## src/rtl/execute_stage.sv

```systemverilog
// execute_stage -- EX stage of the pipelined RV32 core.
//
// Computes the ALU result for a decoded, operand-ready instruction and
// registers the EX/MEM payload read directly by the memory stage. When the
// MULDIV_EN macro is defined, an iterative M-extension unit (shift-add
// multiply, restoring divide, one bit per cycle) is compiled in and decode is
// stalled while it runs. With MULDIV_EN undefined an M-op retires in one cycle
// as a harmless no-write instruction.
//
// Ports:
//   clk, rst_n                 clock, synchronous active-low reset
//   issue_valid_d              decode presents an instruction
//   src_a_d, src_b_d           forwarded / immediate-selected operands
//   write_data_d               store data
//   alu_control_d              ALU op select (ADD..PASS_B, 11-15 give 0)
//   is_muldiv_d, muldiv_op_d   M-extension op flag and funct3
//   reg_write_d, mem_write_d,
//   result_src_d, rd_d,
//   pc_plus4_d                 control / carried fields
//   flush_e                    cancel the instruction in execute
//   stall_d                    decode must hold its instruction
//   valid_e ... pc_plus4_e     registered EX/MEM payload
module execute_stage #(
  parameter int ADDRESS_WIDTH = 32,
  parameter int DATA_WIDTH    = 32
) (
  input  logic                     clk,
  input  logic                     rst_n,
  input  logic                     issue_valid_d,
  input  logic [DATA_WIDTH-1:0]    src_a_d,
  input  logic [DATA_WIDTH-1:0]    src_b_d,
  input  logic [DATA_WIDTH-1:0]    write_data_d,
  input  logic [3:0]               alu_control_d,
  input  logic                     is_muldiv_d,
  input  logic [2:0]               muldiv_op_d,
  input  logic                     reg_write_d,
  input  logic                     mem_write_d,
  input  logic [1:0]               result_src_d,
  input  logic [4:0]               rd_d,
  input  logic [ADDRESS_WIDTH-1:0] pc_plus4_d,
  input  logic                     flush_e,
  output logic                     stall_d,
  output logic                     valid_e,
  output logic [DATA_WIDTH-1:0]    alu_result_e,
  output logic [DATA_WIDTH-1:0]    write_data_e,
  output logic                     reg_write_e,
  output logic                     mem_write_e,
  output logic [1:0]               result_src_e,
  output logic [4:0]               rd_e,
  output logic [ADDRESS_WIDTH-1:0] pc_plus4_e
);

  // ---- stage p0: combinational ALU on decode operands ----
  logic signed [DATA_WIDTH-1:0] src_a_s, src_b_s;
  logic        [DATA_WIDTH-1:0] alu_out_p0;

  assign src_a_s = src_a_d;
  assign src_b_s = src_b_d;

  always_comb begin
    alu_out_p0 = '0;
    case (alu_control_d)
      4'd0:    alu_out_p0 = src_a_d + src_b_d;
      4'd1:    alu_out_p0 = src_a_d - src_b_d;
      4'd2:    alu_out_p0 = src_a_d & src_b_d;
      4'd3:    alu_out_p0 = src_a_d | src_b_d;
      4'd4:    alu_out_p0 = src_a_d ^ src_b_d;
      4'd5:    alu_out_p0 = {{(DATA_WIDTH-1){1'b0}}, (src_a_s < src_b_s)};
      4'd6:    alu_out_p0 = {{(DATA_WIDTH-1){1'b0}}, (src_a_d < src_b_d)};
      4'd7:    alu_out_p0 = src_a_d << src_b_d[4:0];
      4'd8:    alu_out_p0 = src_a_d >> src_b_d[4:0];
      4'd9:    alu_out_p0 = src_a_s >>> src_b_d[4:0];
      4'd10:   alu_out_p0 = src_b_d;
      default: alu_out_p0 = '0;
    endcase
  end

  // Single-cycle result/write-enable and the iterative-unit hand-off.
  logic                     md_start_p0;
  logic                     md_idle;
  logic                     md_done;
  logic [DATA_WIDTH-1:0]    result_p0;
  logic                     reg_write_p0;
  logic [DATA_WIDTH-1:0]    md_result_p1;
  logic [DATA_WIDTH-1:0]    write_data_p1;
  logic                     reg_write_p1;
  logic                     mem_write_p1;
  logic [1:0]               result_src_p1;
  logic [4:0]               rd_p1;
  logic [ADDRESS_WIDTH-1:0] pc_plus4_p1;

`ifdef MULDIV_EN
  typedef enum logic [1:0] {IDLE, BUSY, DONE} state_t;

  state_t      state, state_nxt;
  logic [4:0]  cnt;
  logic [2:0]  op_p1;
  logic        neg_p1;
  logic [31:0] acc_hi, acc_lo, mcand;

  // Two's-complement negate when the result sign must be flipped.
  function automatic logic [63:0] fix_sign64(input logic [63:0] v, input logic neg);
    return neg ? (~v + 64'd1) : v;
  endfunction

  function automatic logic [31:0] fix_sign32(input logic [31:0] v, input logic neg);
    return neg ? (~v + 32'd1) : v;
  endfunction

  logic        a_sgn, b_sgn, a_neg, b_neg, neg_p0;
  logic [31:0] a_mag, b_mag;
  logic        div_zero, div_ovf, special_p0;
  logic [31:0] special_res_p0;

  always_comb begin
    // MULH, MULHSU, DIV, REM treat rs1 as signed; MULH, DIV, REM also rs2.
    a_sgn = (muldiv_op_d == 3'd1) || (muldiv_op_d == 3'd2) ||
            (muldiv_op_d == 3'd4) || (muldiv_op_d == 3'd6);
    b_sgn = (muldiv_op_d == 3'd1) || (muldiv_op_d == 3'd4) ||
            (muldiv_op_d == 3'd6);
    a_neg = a_sgn & src_a_d[31];
    b_neg = b_sgn & src_b_d[31];
    a_mag = fix_sign32(src_a_d, a_neg);
    b_mag = fix_sign32(src_b_d, b_neg);
    // Remainder takes the dividend's sign; everything else the XOR.
    neg_p0 = (muldiv_op_d == 3'd6) ? a_neg : (a_neg ^ b_neg);

    div_zero = muldiv_op_d[2] && (src_b_d == 32'd0);
    div_ovf  = muldiv_op_d[2] && !muldiv_op_d[0] &&
               (src_a_d == 32'h8000_0000) && (src_b_d == 32'hFFFF_FFFF);
    special_p0 = div_zero || div_ovf;
    special_res_p0 = '0;
    if (div_zero)
      special_res_p0 = muldiv_op_d[1] ? src_a_d : 32'hFFFF_FFFF;
    else if (div_ovf)
      special_res_p0 = muldiv_op_d[1] ? 32'd0 : 32'h8000_0000;
  end

  assign md_idle     = (state == IDLE);
  assign md_done     = (state == DONE);
  assign md_start_p0 = md_idle && issue_valid_d && !flush_e && is_muldiv_d && !special_p0;
  assign result_p0   = is_muldiv_d ? special_res_p0 : alu_out_p0;
  assign reg_write_p0 = reg_write_d;
  assign stall_d     = (state != IDLE);

  always_ff @(posedge clk) begin
    if (!rst_n) state <= IDLE;
    else        state <= state_nxt;
  end

  always_comb begin
    state_nxt = state;
    case (state)
      IDLE:    if (md_start_p0) state_nxt = BUSY;
      BUSY:    if (cnt == 5'd31) state_nxt = DONE;
      DONE:    state_nxt = IDLE;
      default: state_nxt = IDLE;
    endcase
    if (flush_e) state_nxt = IDLE;
  end

  // ---- stage p1: iterative multiply / divide ----
  logic [32:0] mul_sum, div_shift;
  logic        div_ge;

  always_comb begin
    mul_sum   = {1'b0, acc_hi} + (acc_lo[0] ? {1'b0, mcand} : 33'd0);
    div_shift = {acc_hi, acc_lo[31]};
    div_ge    = (div_shift >= {1'b0, mcand});
  end

  always_ff @(posedge clk) begin
    if (md_start_p0) begin
      op_p1         <= muldiv_op_d;
      neg_p1        <= neg_p0;
      acc_hi        <= '0;
      acc_lo        <= a_mag;
      mcand         <= b_mag;
      cnt           <= '0;
      write_data_p1 <= write_data_d;
      reg_write_p1  <= reg_write_d;
      mem_write_p1  <= mem_write_d;
      result_src_p1 <= result_src_d;
      rd_p1         <= rd_d;
      pc_plus4_p1   <= pc_plus4_d;
    end else if (state == BUSY) begin
      cnt <= cnt + 5'd1;
      if (!op_p1[2]) begin
        // Shift-add: product accumulates in {acc_hi, acc_lo}.
        acc_hi <= mul_sum[32:1];
        acc_lo <= {mul_sum[0], acc_lo[31:1]};
      end else if (div_ge) begin
        // Restoring divide: remainder in acc_hi, quotient shifts into acc_lo.
        acc_hi <= 32'(div_shift - {1'b0, mcand});
        acc_lo <= {acc_lo[30:0], 1'b1};
      end else begin
        acc_hi <= div_shift[31:0];
        acc_lo <= {acc_lo[30:0], 1'b0};
      end
    end
  end

  logic [63:0] prod_fix;
  logic [31:0] div_fix;

  always_comb begin
    prod_fix = fix_sign64({acc_hi, acc_lo}, neg_p1);
    div_fix  = fix_sign32(op_p1[1] ? acc_hi : acc_lo, neg_p1);
    if (op_p1[2])               md_result_p1 = div_fix;
    else if (op_p1[1:0] == 2'd0) md_result_p1 = prod_fix[31:0];
    else                        md_result_p1 = prod_fix[63:32];
  end
`else
  logic unused_muldiv;

  assign unused_muldiv = ^muldiv_op_d;
  assign md_idle       = 1'b1;
  assign md_done       = 1'b0;
  assign md_start_p0   = 1'b0;
  assign stall_d       = 1'b0;
  // Without the M unit an M-op retires as a no-write instruction.
  assign result_p0     = is_muldiv_d ? '0 : alu_out_p0;
  assign reg_write_p0  = is_muldiv_d ? 1'b0 : reg_write_d;
  assign md_result_p1  = '0;
  assign write_data_p1 = '0;
  assign reg_write_p1  = 1'b0;
  assign mem_write_p1  = 1'b0;
  assign result_src_p1 = '0;
  assign rd_p1         = '0;
  assign pc_plus4_p1   = '0;
`endif

  // ---- EX/MEM register ----
  always_ff @(posedge clk) begin
    if (!rst_n) begin
      valid_e      <= 1'b0;
      alu_result_e <= '0;
      write_data_e <= '0;
      reg_write_e  <= 1'b0;
      mem_write_e  <= 1'b0;
      result_src_e <= '0;
      rd_e         <= '0;
      pc_plus4_e   <= '0;
    end else if (flush_e) begin
      valid_e     <= 1'b0;
      reg_write_e <= 1'b0;
      mem_write_e <= 1'b0;
    end else if (md_done) begin
      valid_e      <= 1'b1;
      alu_result_e <= md_result_p1;
      write_data_e <= write_data_p1;
      reg_write_e  <= reg_write_p1;
      mem_write_e  <= mem_write_p1;
      result_src_e <= result_src_p1;
      rd_e         <= rd_p1;
      pc_plus4_e   <= pc_plus4_p1;
    end else if (md_idle && issue_valid_d && !md_start_p0) begin
      valid_e      <= 1'b1;
      alu_result_e <= result_p0;
      write_data_e <= write_data_d;
      reg_write_e  <= reg_write_p0;
      mem_write_e  <= mem_write_d;
      result_src_e <= result_src_d;
      rd_e         <= rd_d;
      pc_plus4_e   <= pc_plus4_d;
    end else begin
      valid_e     <= 1'b0;
      reg_write_e <= 1'b0;
      mem_write_e <= 1'b0;
    end
  end

endmodule
```

## config.mk

```make
export PLATFORM = sky130hd
export DESIGN_NAME = execute_stage
export DESIGN_NICKNAME = d
export VERILOG_FILES = /design/src/rtl/execute_stage.sv
export SDC_FILE = /design/constraint.sdc
export NUM_CORES = 1
export LEC_CHECK = 0
export CAP_MARGIN = 10
export CORE_UTILIZATION = 45
export CTS_BUF_LIST = sky130_fd_sc_hd__clkbuf_4 sky130_fd_sc_hd__clkbuf_8
export CTS_CLUSTER_SIZE = 20
export DETAILED_ROUTE_END_ITERATION = 6
export GPL_TIMING_DRIVEN = 0
export PLACE_DENSITY = 0.75
export SETUP_SLACK_MARGIN = 0.15
export SYNTH_ARGS = -nofsm -noshare
export SYNTH_HDL_FRONTEND = slang
export SYNTH_SLANG_ARGS = --single-unit
export TNS_END_PERCENT = 1
```

## constraint.sdc

```tcl
create_clock -name clk -period 6.7 [get_ports clk]
set_input_delay 0.67 -clock clk [delete_from_list [all_inputs] [get_ports clk]]
set_output_delay 0.67 -clock clk [all_outputs]
set_load 0.05 [all_outputs]
```

* After elaboration in Yosys (flattened, before gate mapping)
Cells that the tools add are included.
** Word-level totals
- Input port bits :: 149
- Word-level logic and storage cells :: 39
- Output and inout port bits :: 107
- Register bits :: 106
** Operators by class
- Muxes and demuxes :: 3
- Shifts and indexed selects :: 3
- Eq/ne operators :: 10
- Reduce and logical (&&, ||, !) cells :: 5
- Order comparisons :: 2
- Add/sub/neg operators :: 2
- Bitwise logic cells :: 6
** Operator list (count)
- case mux 32 bit (11 select lines) :: 1
- less-than comparator 32 bit :: 2
- adder 32 bit :: 1
- bitwise AND 32 bit :: 1
- two-way mux 32 bit :: 1
- OR 32 bit :: 1
- << shifter 32 x 5 -> 32 bit :: 1
- >> shifter 32 x 5 -> 32 bit :: 1
- >>> shifter 32 x 5 -> 32 bit :: 1
- subtractor 32 bit :: 1
- bitwise XOR 32 bit :: 1
- equality test 4 x 3 -> 1 bit, second input constant :: 4
- equality test 4 bit, second input constant :: 3
- equality test 4 x 2 -> 1 bit, second input constant :: 2
- equality test 4 x 1 -> 1 bit, second input constant :: 1
- zero test 4 bit :: 1
- OR reduction 4 bit :: 1
- NOT 1 bit :: 3
- OR reduction 3 bit :: 1
- AND reduction 2 bit :: 1
- OR reduction 2 bit :: 1
- two-way mux 1 bit :: 1

* Depth between registers and ports, before layout
Gate-level depths: netlist (run 1).
- Depth in word-level cells :: 3
- Mapped depth :: 15
- Mapped depth without buffers :: 13

* Least setup slack after synthesis (run 1)
OpenSTA, ideal clock, no wires.
- Kind :: in2reg
- From :: input port src_b_d[2]
- To :: register alu_result_e[26]
- Stages :: 15
- Required time :: 6.573 ns
- Setup time :: 0.127 ns
- Arrival time :: 4.038 ns
- Path buffers :: 4
- Slack :: 2.535 ns
- Cells stage by stage :: inv_1 buf_2 buf_1 buf_1 ha_1 buf_6 a211oi_2 o21bai_1 a211oi_2 o31ai_2 a31oi_4 o21ai_1 or4_1 a32oi_1 o21ai_1
** On the way
- Cells in the longest elaborated chain, start to end :: 3
- Elaborated cells on any way between the ends :: 7
- Classes of those cells :: 2 x add/sub; 3 x shift; 2 x mux
** Ends and longest elaborated chain
- start, declared :: line 31 : input logic [DATA_WIDTH-1:0] src_b_d,
- subtractor 32 bit, or another cell as far along :: line 64 : 4'd1: alu_out_p0 = src_a_d - src_b_d;
- case mux 32 bit (11 select lines) * :: line 62 : case (alu_control_d)
- two-way mux 32 bit * :: line 222 : assign result_p0 = is_muldiv_d ? '0 : alu_out_p0;
- end signal, assigned :: line 250 : alu_result_e <= md_result_p1;
- end signal, assigned :: line 259 : alu_result_e <= result_p0;
- end, declared :: line 44 : output logic [DATA_WIDTH-1:0] alu_result_e,
Every way passes the cells marked *; elsewhere a longest branch is shown, timed or not.
A chain may end at the register's enable or synchronous reset.

* Final worst setup path (run 1)
Ends and elaborated chain as after synthesis.

==> results.md, run 1 <==
* Run status: finished clean
* CP endpoint kind: register
* Syn_nets at roughly 2000
* IO Count at approximately 260
* Maxcap violations at 0
* CP arrival at ~6.4 ns
* Port Buf Inserts at approximately 250
* Final slew viol count at 0
* Pre-antenna DRT Iters at 7
* Global route overflow at 0
* Die Span X at around 170 um
* Initial Util at between 40% and 50%
* TritonCTS clock tree: built
* Seq/Total Area, Yosys at 16.2%
* Post-Route Setup TNS at 0 ns
* Power, Total at approximately 2300 uW
* Pin count of the biggest net entering global routing at 21
* Dpl hpwl at roughly 55000 um
* Met2 wire len at 29900 um
* Max Fanout on Critical Path at 11
* Cells along the critical path: clkdlybuf4s50_1 > inv_1 > buf_2 > buf_1 > buf_1 > ha_1 > buf_6 > a211oi_2 > o21bai_1 > a211oi_2 > o31ai_2 > a31oi_4 > o21ai_1 > or4_1 > a32oi_1 > o21ai_1
* Nets at approximately 2300
* Hold WC Path Type: reg2reg
* Routed len/inst at around 29 um
* Worst-Margin Slew at ~1.4 ns
* Asr flop ratio synth at 0%
* Final Critical Period at 6.05 ns
* Share of layout cells above drive strength 1 at about 6.6%
* 1st-iter DRT viols at ~2300
* VDD IR max at 0.105 mV
* Total CTS buffers at 9
* # hold bufs at CTS at 0
* Layout Skew at 0 ns
* DR top layer: met4
* Critical path buffers and inverters at 6
* FMAX at ~0.17 GHz
* Critical path launch point type: input pin
* Final cell count without fillers at ~2400
* Setup Viol. Count Final at 0
* Pwr Density at 140 nW/um2
* EDFF count, synth at 0
* Routed vias/inst at approximately 6.8
* Util after Layout at 56.8%
* # Post-CTS Setup Buffers at 0
* Metal3 WL at around 9300 um
* DRC viols at 0
* Area delta synth->final at 24.3%
* Critical path's top delay family: buffers and inverters
* Ys Warns at 0
* Post-CTS resize count at 0
* Worst rel slew slack at ~8%
* Reg clk slew, reported paths at roughly 0.13 ns
* GRT Overall Usage at approximately 46%
* Row cnt at 62
* Initial antenna violation count at 3
* Global-route wire length before repair at just under 100000 um
* Seq. cell area at around 2100 um2
* RSZ-0062 raised after global routing: false
* Commonest non-fill, non-tap cell in the layout: nand2_1
* Reg2Reg Setup Slack at 4.97 ns
* M1 wire length at 25800 um
* Routed WL at 70200 um
* Area taken by multi-input logic gates at 9940 um2
* Synth Flop Type: dfxtp_1
* Die extent in y at 172 um
* Clock Latency Late Sink at 0.41 ns
* Clock Path Buffers at 2
* Mean post-synth cell area at approximately 7.3 um2
* Worst EP required at about 7 ns
* Clk root buf: clkbuf_8
* Synthesized area at approximately 13000 um2
* Clock Sinks at about 110
* Worst path max stage delay at 0.68 ns
* ANT nets after route at 0
* CTS HTree Levels at 3
* Flops & latches, synth at approximately 110
* DP Cell Count at approximately 2400
* Via count at ~16000
* Fin crit share at 90.3%
* GP Congestion at 1.04
* Hold Fails Final Rpt at 0
* Total Die Area at between 20000 and 30000 um2
* Core area at around 29000 um2
* Most frequent cells in the layout: 277 x nand2_1, 249 x clkdlybuf4s50_1, 160 x nor2_1
* Leak at approximately 0.0064 uW
* Vias in the first global route at roughly 15000
* Crit Path Class: in2reg
* Instance count of the mapped netlist at approximately 1800
* Synth unique cells at 87
* Fillers at 2670
* Crit-path slowest cell: buf_1
[cell usage after synthesis (6+ instances only)]
cell type | number | area [um2]
nand2_1 | 277 | 1040
nor2_1 | 160 | 601
a21oi_1 | 124 | 621
dfxtp_1 | 106 | 2120
ha_1 | 104 | 1300
clkbuf_1 | 102 | 383
inv_1 | 98 | 368
o21ai_0 | 82 | 410
a21boi_0 | 76 | 571
mux2i_1 | 50 | 500
mux4_2 | 47 | 1060
nor3_1 | 34 | 170
a211oi_1 | 30 | 225
nand3_1 | 29 | 145
buf_2 | 24 | 120
o21ai_1 | 24 | 120
o211ai_1 | 23 | 173
a221oi_1 | 20 | 175
a31oi_1 | 20 | 125
a21o_1 | 19 | 143
and2_1 | 18 | 113
o31ai_1 | 17 | 128
a221o_1 | 15 | 150
a22oi_1 | 15 | 113
buf_1 | 15 | 56.3
nand2b_1 | 15 | 93.8
and3_1 | 12 | 75.1
o2111ai_1 | 12 | 105
o22ai_1 | 12 | 75.1
mux2_2 | 11 | 124
nor2b_1 | 11 | 68.8
nor4_1 | 10 | 62.6
o221ai_1 | 10 | 87.6
nand4_1 | 9 | 56.3
o21a_1 | 9 | 67.6
o21bai_1 | 9 | 67.6
a2111oi_0 | 8 | 70.1
a22o_1 | 8 | 70.1
or3_1 | 8 | 50.1
a211o_1 | 7 | 61.3
or2_2 | 7 | 43.8
o311a_1 | 6 | 60.1
[registers in the layout (all words and copies together), names as in the netlist]
signal	cells
pc_plus4_e	32
alu_result_e	32
mem_write_e	1
result_src_e	2
valid_e	1
reg_write_e	1
write_data_e	32
rd_e	5
[power by group]
group,total [uW],internal (uW),switching [uW],leakage [uW]
registers,670,655,15.4,0.000864
clock network,444,147,296,0.000101
logic,1170,412,754,0.00540
total,2280,1210,1070,0.00636
[kinds of logic after synthesis]
family	count (synthesis)	share of synthesized area (%)
simple gates	614	20.7
compound gates	598	31.7
buf+inv	251	7.78
mux	108	12.9
fa+ha+maj	106	10.3
flops	106	16.2
xor+xnor	6	0.402
other cells	1	0.0287
[final timing paths]
check	from	end	cells past startpoint
hold reg to reg	alu_result_e[9]	alu_result_e[9]	2
setup / recovery	src_b_d[2]	alu_result_e[26]	16
hold / removal	alu_result_e[9]	alu_result_e[9]	2
setup reg to reg	alu_result_e[25]	alu_result_e[25]	7
[layout make-up]
cell class	instances	share of cell area, %
tap	384	2.96
multi-input combinational	1433	61.2
sequential	106	13.1
inverter	102	2.36
clock buffer	9	0.762
clock inverter	7	0.431
antenna	1	0.0154
buffer	149	3.90
timing repair buffer	249	15.3
[metrics by stage]
| stage | area (um2) | hold slack, ns | setup WS (ns) |
|---|---|---|---|
| finish | 16300 | 0.455 | 0.652 |
| global route | 16300 | 0.483 | 0.625 |
| CTS | 16300 | 0.460 | 0.885 |
| detailed placement | 16100 | 0.442 | 0.428 |
| global placement | 16100 | 0.431 | 0.403 |
| floorplan | 13100 | 0.661 | 2.53 |
[per-layer routing]
layer	global-route usage (%)	vias to the layer above
met4	29.8	0
met5	0	-
met3	13.6	313
met2	72.3	1384
li1	-	7039
met1	55.6	7740
[tightest hold or removal path: stages, from the launching register on]
cell	delay, ns
dfxtp_1	0.33
nand2_1	0.05
nand2_1	0.04
Note: power is estimated with default switching activity, not from simulation.
==> run 2: changes to the inputs <==
- SKIP_LAST_GASP: unset -> 1
==> results of run 2 <==
Final layout, timing and power as in run 1 (identical DEF).
